===== src/rtl/mem_bus_ctrl.sv =====
// mem_bus_ctrl: clocked front end for the asynchronous memory. Turns a
// one-cycle request into the memory's EN/MFC edge handshake, synchronizes
// MFC, bounds each handshake edge with a timeout, and reports completion
// with a one-cycle done pulse (err qualifies done).
module mem_bus_ctrl #(
    parameter int TIMEOUT_CYCLES = 64,
    parameter int SYNC_STAGES    = 2
) (
    input  logic        clk,
    input  logic        reset,
    input  logic        req,
    input  logic        req_rw,
    input  logic [15:0] req_addr,
    input  logic [15:0] req_wdata,
    output logic        busy,
    output logic        done,
    output logic        err,
    output logic [15:0] rdata,
    output logic [15:0] MAR_to_MEM,
    output logic [15:0] MDR_to_MEM,
    output logic        RW,
    output logic        EN,
    input  logic        MFC,
    input  logic [15:0] MEM_to_MDR
);

    localparam int CNT_W = $clog2(TIMEOUT_CYCLES + 1);
    localparam logic [CNT_W-1:0] CNT_MAX = CNT_W'(TIMEOUT_CYCLES);

    typedef enum logic [2:0] {
        S_IDLE,
        S_SETUP,
        S_STROBE,
        S_RELEASE,
        S_DONE
    } state_t;

    state_t                 state_q, state_d;
    logic [SYNC_STAGES-1:0] sync_q, sync_d;
    logic [CNT_W-1:0]       cnt_q, cnt_d;
    logic                   err_flag_q, err_flag_d;
    logic [15:0]            mar_q, mar_d;
    logic [15:0]            mdr_q, mdr_d;
    logic                   rw_q, rw_d;
    logic                   en_q, en_d;
    logic                   busy_q, busy_d;
    logic                   done_q, done_d;
    logic                   err_q, err_d;
    logic [15:0]            rdata_q, rdata_d;

    logic mfc_s;
    logic cnt_max;

    // MFC is asynchronous to clk; only the last synchronizer stage is used.
    assign sync_d  = {sync_q[SYNC_STAGES-2:0], MFC};
    assign mfc_s   = sync_q[SYNC_STAGES-1];
    assign cnt_max = (cnt_q == CNT_MAX);

    // State register plus every registered output and datapath flop.
    // NOTE: sequential state uses non-blocking assignments so all flops
    // sample their _d values from the same edge, independent of order.
    always_ff @(posedge clk or posedge reset) begin
        if (reset) begin
            state_q    <= S_IDLE;
            sync_q     <= '0;
            cnt_q      <= '0;
            err_flag_q <= 1'b0;
            mar_q      <= '0;
            mdr_q      <= '0;
            rw_q       <= 1'b1;
            en_q       <= 1'b0;
            busy_q     <= 1'b0;
            done_q     <= 1'b0;
            err_q      <= 1'b0;
            rdata_q    <= '0;
        end else begin
            state_q    <= state_d;
            sync_q     <= sync_d;
            cnt_q      <= cnt_d;
            err_flag_q <= err_flag_d;
            mar_q      <= mar_d;
            mdr_q      <= mdr_d;
            rw_q       <= rw_d;
            en_q       <= en_d;
            busy_q     <= busy_d;
            done_q     <= done_d;
            err_q      <= err_d;
            rdata_q    <= rdata_d;
        end
    end

    // Next-state logic: each handshake edge ends on MFC or on timeout.
    // NOTE: state_d gets a default before the case so no path leaves it
    // unassigned, which would otherwise infer a latch.
    always_comb begin
        state_d = state_q;
        unique case (state_q)
            S_IDLE:    if (req)                state_d = S_SETUP;
            S_SETUP:   if (!mfc_s)             state_d = S_STROBE;
            S_STROBE:  if (mfc_s || cnt_max)   state_d = S_RELEASE;
            S_RELEASE: if (!mfc_s || cnt_max)  state_d = S_DONE;
            S_DONE:                            state_d = S_IDLE;
            default:                           state_d = S_IDLE;
        endcase
    end

    // Output/datapath logic: bus latching, timeout counter, read capture.
    always_comb begin
        mar_d      = mar_q;
        mdr_d      = mdr_q;
        rw_d       = rw_q;
        cnt_d      = cnt_q;
        err_flag_d = err_flag_q;
        rdata_d    = rdata_q;
        unique case (state_q)
            S_IDLE: begin
                if (req) begin
                    mar_d      = req_addr;
                    mdr_d      = req_wdata;
                    rw_d       = req_rw;
                    err_flag_d = 1'b0;
                end
            end
            S_SETUP: cnt_d = '0;
            S_STROBE: begin
                if (mfc_s) begin
                    if (rw_q) rdata_d = MEM_to_MDR;
                    cnt_d = '0;
                end else if (cnt_max) begin
                    err_flag_d = 1'b1;
                    cnt_d      = '0;
                end else begin
                    cnt_d = cnt_q + CNT_W'(1);
                end
            end
            S_RELEASE: begin
                if (mfc_s) begin
                    if (cnt_max) err_flag_d = 1'b1;
                    else         cnt_d      = cnt_q + CNT_W'(1);
                end
            end
            default: ;
        endcase
        // EN is high only for cycles spent in STROBE after the first one,
        // and drops on the same edge that leaves STROBE.
        en_d   = (state_q == S_STROBE) && (state_d == S_STROBE);
        busy_d = (state_d != S_IDLE);
        done_d = (state_d == S_DONE);
        err_d  = done_d && err_flag_d;
    end

    assign busy       = busy_q;
    assign done       = done_q;
    assign err        = err_q;
    assign rdata      = rdata_q;
    assign MAR_to_MEM = mar_q;
    assign MDR_to_MEM = mdr_q;
    assign RW         = rw_q;
    assign EN         = en_q;

endmodule


===== config.mk =====
export PLATFORM = sky130hd
export DESIGN_NAME = mem_bus_ctrl
export DESIGN_NICKNAME = d
export VERILOG_FILES = /design/src/rtl/mem_bus_ctrl.sv
export SDC_FILE = /design/constraint.sdc
export NUM_CORES = 1
export LEC_CHECK = 0
export BUFFER_PORTS_ARGS = -buffer_cell sky130_fd_sc_hd__buf_2
export CAP_MARGIN = 25
export CORE_AREA = 5 5 89 91
export CTS_CLUSTER_DIAMETER = 30
export CTS_CLUSTER_SIZE = 24
export DETAILED_ROUTE_END_ITERATION = 12
export DIE_AREA = 0 0 94 96
export PLACE_DENSITY = 0.68
export SLEW_MARGIN = 25
export SYNTH_ARGS = -nofsm -noshare
export SYNTH_HDL_FRONTEND = slang
export SYNTH_SLANG_ARGS = --single-unit
export TNS_END_PERCENT = 50

===== constraint.sdc =====
create_clock -name clk -period 3.77 [get_ports clk]
set_input_delay 0.1885 -clock clk [delete_from_list [all_inputs] [get_ports clk]]
set_output_delay 0.1885 -clock clk [all_outputs]
set_load 0.02 [all_outputs]

==> impl_summary.txt <==
----------------------------------------------------
[Power and ir drop]
  Cell Pwr Density ... 861.5 mW/mm^2
  Worst supply voltage drop on vdd ... 0.3695 mV
  Leakage component of the power ... about 0.0017 uW

[Finish]
  Fraction of layout cells with a size suffix above 1 ... around three fifths
  Non-filler cells in the finished layout ... 399
  Antenna diode count ... 0
  Fill cells ... 645
  Syn-to-layout area delta ... 31.39%
  Net count reported at finish ... 350

[Logic synthesis]
  Yosys reg bits ... between 60 and 70
  Number of enable-type register cells in the synthesized netlist ... 0
  Top cells by area, synth ... sky130_fd_sc_hd__dfrtp_1, sky130_fd_sc_hd__mux2_2, sky130_fd_sc_hd__buf_2, sky130_fd_sc_hd__nand2_1, sky130_fd_sc_hd__nor2_1
  Synth area leader ... sky130_fd_sc_hd__dfrtp_1
  Post-synthesis average cell area ... 14.67 um^2
  Fraction of post-synthesis cell area in the top cell type by area ... about 60%
  Cells after Synth ... around 180
  Most frequent cell after synthesis ... sky130_fd_sc_hd__dfrtp_1
  Total nets after synthesis ... 239
  Netlist area before placement ... 0.002699 mm^2
  Dominant synthesized flop cell ... sky130_fd_sc_hd__dfrtp_1
  Portion of the post-synthesis area used by sequential elements ... between 60% and 70%
  Synthesis Warnings ... 0
  Commonest cells post-synth ... sky130_fd_sc_hd__dfrtp_1, sky130_fd_sc_hd__mux2_2, sky130_fd_sc_hd__nand2_1, sky130_fd_sc_hd__nor2_1, sky130_fd_sc_hd__buf_2
  Async SR Flop Fraction ... 100.0%
  Count of different cell masters after synthesis ... 36

[Critical path]
  Worst path buffer plus inverter count ... 0
  Critical-path cell list ... nand2b_1 -> nor3_4 -> mux2_2
  Largest stage delay on the critical path ... 0.66 ns
  Critical Path Slowest Stage Cell ... sky130_fd_sc_hd__nor3_4
  Worst Reg2Reg Path Length in Cells ... 3
  Register-to-Register Setup Slack ... 1.81 ns
  Crit path kind ... reg2reg
  R2r startpoint ... state_q[2]
  Top delay family on crit path ... simple AND/OR/NAND/NOR gates
  Destination of the worst register-to-register timing path ... rdata[11]
  Category of the worst setup path launch point ... flip-flop
  Category of the worst setup path capture point ... flip-flop
  CP Max Fanout ... 16
  Arrival time at the worst endpoint ... 2.17 ns
  WP data required ... 3.98 ns

[Global route]
  Global-route wire length before repair ... 8990 um
  GRT Residual Overflow ... 0
  Pin count of the biggest net entering global routing ... 42
  Initial antenna violation count ... 0
  Vias in the first global route ... 1,930
  GRT Util Overall ... 13.00%

[Routing]
  Routed WL ... 5391 um
  Detailed-routing iteration count for the pre-antenna-repair pass ... 4
  Via/cell ratio ... between 4 and 5
  Avg WL per Cell ... approximately 14 um
  Total via count in the routed design ... about 1,900
  Antenna Nets Post-Route ... 0
  Starting DRC count in detailed routing ... 42
  DRC viols ... 0

[Worst hold path]
  Type of the tightest min-delay check ... in2async

[Placed design]
  Number of input and output port buffers inserted ... 105
  Worst setup slack before clock tree synthesis ... 1.796 ns
  Total instance count after detailed placement ... 382
  Routability-driven placement congestion ratio ... 0.7644
  HPWL after detailed placement ... 3951 um

[Timing]
  Number of setup violations in the final report ... 0
  Clock period minus worst slack ... 1.956 ns
  Maximum clock frequency ... 0.5114 GHz
  Clk_skew ... 0.007349 ns
  Relative slew margins ... between 40% and 50%
  Setup repair after global routing missed its margin ... no
  Number of endpoints with negative hold slack in the final report ... 0
  Worst hold slack across all endpoints ... around 0.023 ns
  Max-slew violations ... 0
  Final TNS setup ... 0 ns
  Least-Margin Pin Slew ... 0.8403 ns
  Setup ws final ... ~1.8 ns
  Share of the clock period used by the worst path ... between 50% and 60%

[CTS]
  TritonCTS Buffers ... 9
  Cell at the root of the clock tree ... sky130_fd_sc_hd__clkbuf_8
  Clock latency of the later-clocked register in the worst-skew pair ... roughly 0.33 ns
  Postcts setup bufs ... 0
  Number of buffers on the longest clock path ... 2
  H-tree depth ... 3
  TritonCTS clock tree ... yes
  Clock sinks ... between 60 and 70
  Clock transition at the register clock pins on the worst setup and hold paths after CTS ... 0.07 ns

[Run status]
  Outcome ... finished clean

[Floorplanning]
  Height of the chip ... 96 um
  Number of top-level pins ... 106
  Core ar. ... between 0.007 and 0.008 mm^2
  Die boundary width ... 94 um
  Std cell rows ... 31
  Starting Density ... 38.23%
  Full die area ... 0.009024 mm^2

[Flow run]
  Max-Cap Viols ... 0

----------------------------------------------------
[cells in the final DEF, fill, tap and decap left out, types with 2 or more instances in the layout]
master / count
sky130_fd_sc_hd__nor3_1: 4
sky130_fd_sc_hd__nor2_1: 8
sky130_fd_sc_hd__a221o_1: 2
sky130_fd_sc_hd__dfrtp_1: 65
sky130_fd_sc_hd__nor4b_1: 3
sky130_fd_sc_hd__nand2_1: 8
sky130_fd_sc_hd__o21ai_0: 2
sky130_fd_sc_hd__inv_1: 2
sky130_fd_sc_hd__ha_1: 2
sky130_fd_sc_hd__buf_2: 105
sky130_fd_sc_hd__mux2_1: 2
sky130_fd_sc_hd__clkinv_2: 2
sky130_fd_sc_hd__clkbuf_8: 12
sky130_fd_sc_hd__buf_4: 2
sky130_fd_sc_hd__mux2_2: 48
sky130_fd_sc_hd__nand3_1: 2
sky130_fd_sc_hd__nor3b_1: 2
sky130_fd_sc_hd__nand2b_1: 4
sky130_fd_sc_hd__a211o_1: 3
[worst max-delay path by stage]
stage                     from         to  slack, ns  depth (start not counted)
floorplan                reset         EN       1.93                          1
global placement    state_q[2]  rdata[11]       1.82                          3
detailed placement  state_q[2]   rdata[6]       1.80                          3
CTS                 state_q[2]  rdata[11]       1.78                          3
global route        state_q[1]  rdata[10]       1.65                          3
finish              state_q[2]  rdata[11]       1.81                          3
[registers in the layout, summed over array words and instances (netlist names)]
register / cells
err: 1
busy: 1
MDR_to_MEM: 16
rdata: 16
sync_q: 2
EN: 1
done: 1
state_q: 3
err_flag_q: 1
cnt_q: 7
MAR_to_MEM: 16
RW: 1
[logic make-up (layout without fill, tap and decap cells)]
group                      after synthesis  in the layout  synth area share (%)
AOI/OAI and AO/OA                       16             16                 5.657
muxes                                   50             50                 20.86
DFF                                     66             66                 61.24
and+or+nand+nor                         38             38                 9.041
adders and majority gates                2              2                0.9271
xor gates and xnor gates                 1              1                0.3246
buffers and inverters                   11            127                 1.947
[power breakdown]
part | switching (uW) | internal (uW) | leakage, uW
Combinational | 708 | 545 | 0.000798
Clock | 258 | 359 | 0.000112
Sequential | 174 | 1010 | 0.000805
[per-layer routing]
| layer | up-vias | share of wire, % | global-route usage [%] |
|---|---|---|---|
| met3 | 6 | 7.6 | 5.004 |
| met1 | 897 | 43 | 15.32 |
| li1 | 885 | - | - |
| met4 | 0 | 1.3 | 5.295 |
| met5 | - | 0 | 0 |
| met2 | 67 | 48 | 21.41 |
[layout make-up]
cell class              count  area, um^2  area share [%]
clock buffers              12       165.2           4.658
repair buffers            108       550.5           15.53
inverters                   3       11.26          0.3176
flip-flops and latches     66        1653           46.61
well taps                  99       123.9           3.493
multi-input cells         107       993.5           28.02
clock inverters             4       48.80           1.376
[repair_timing]
item,CTS,global route
gates resized for setup,0,0
endpoints found under the hold margin,1,0
hold buffers,1,0
[stage by stage]
| stage | power [uW] | utilization, % | cell area (um^2) |
|---|---|---|---|
| floorplan | 2067 | - | 2699 |
| global placement | 2449 | 47.06 | 3322 |
| detailed placement | 2478 | 47.06 | 3322 |
| CTS | 3110 | 50.23 | 3546 |
| global route | 3255 | 50.23 | 3546 |
| finish | 3055 | 50.23 | 3546 |
Power figures use the tool's default switching activity.
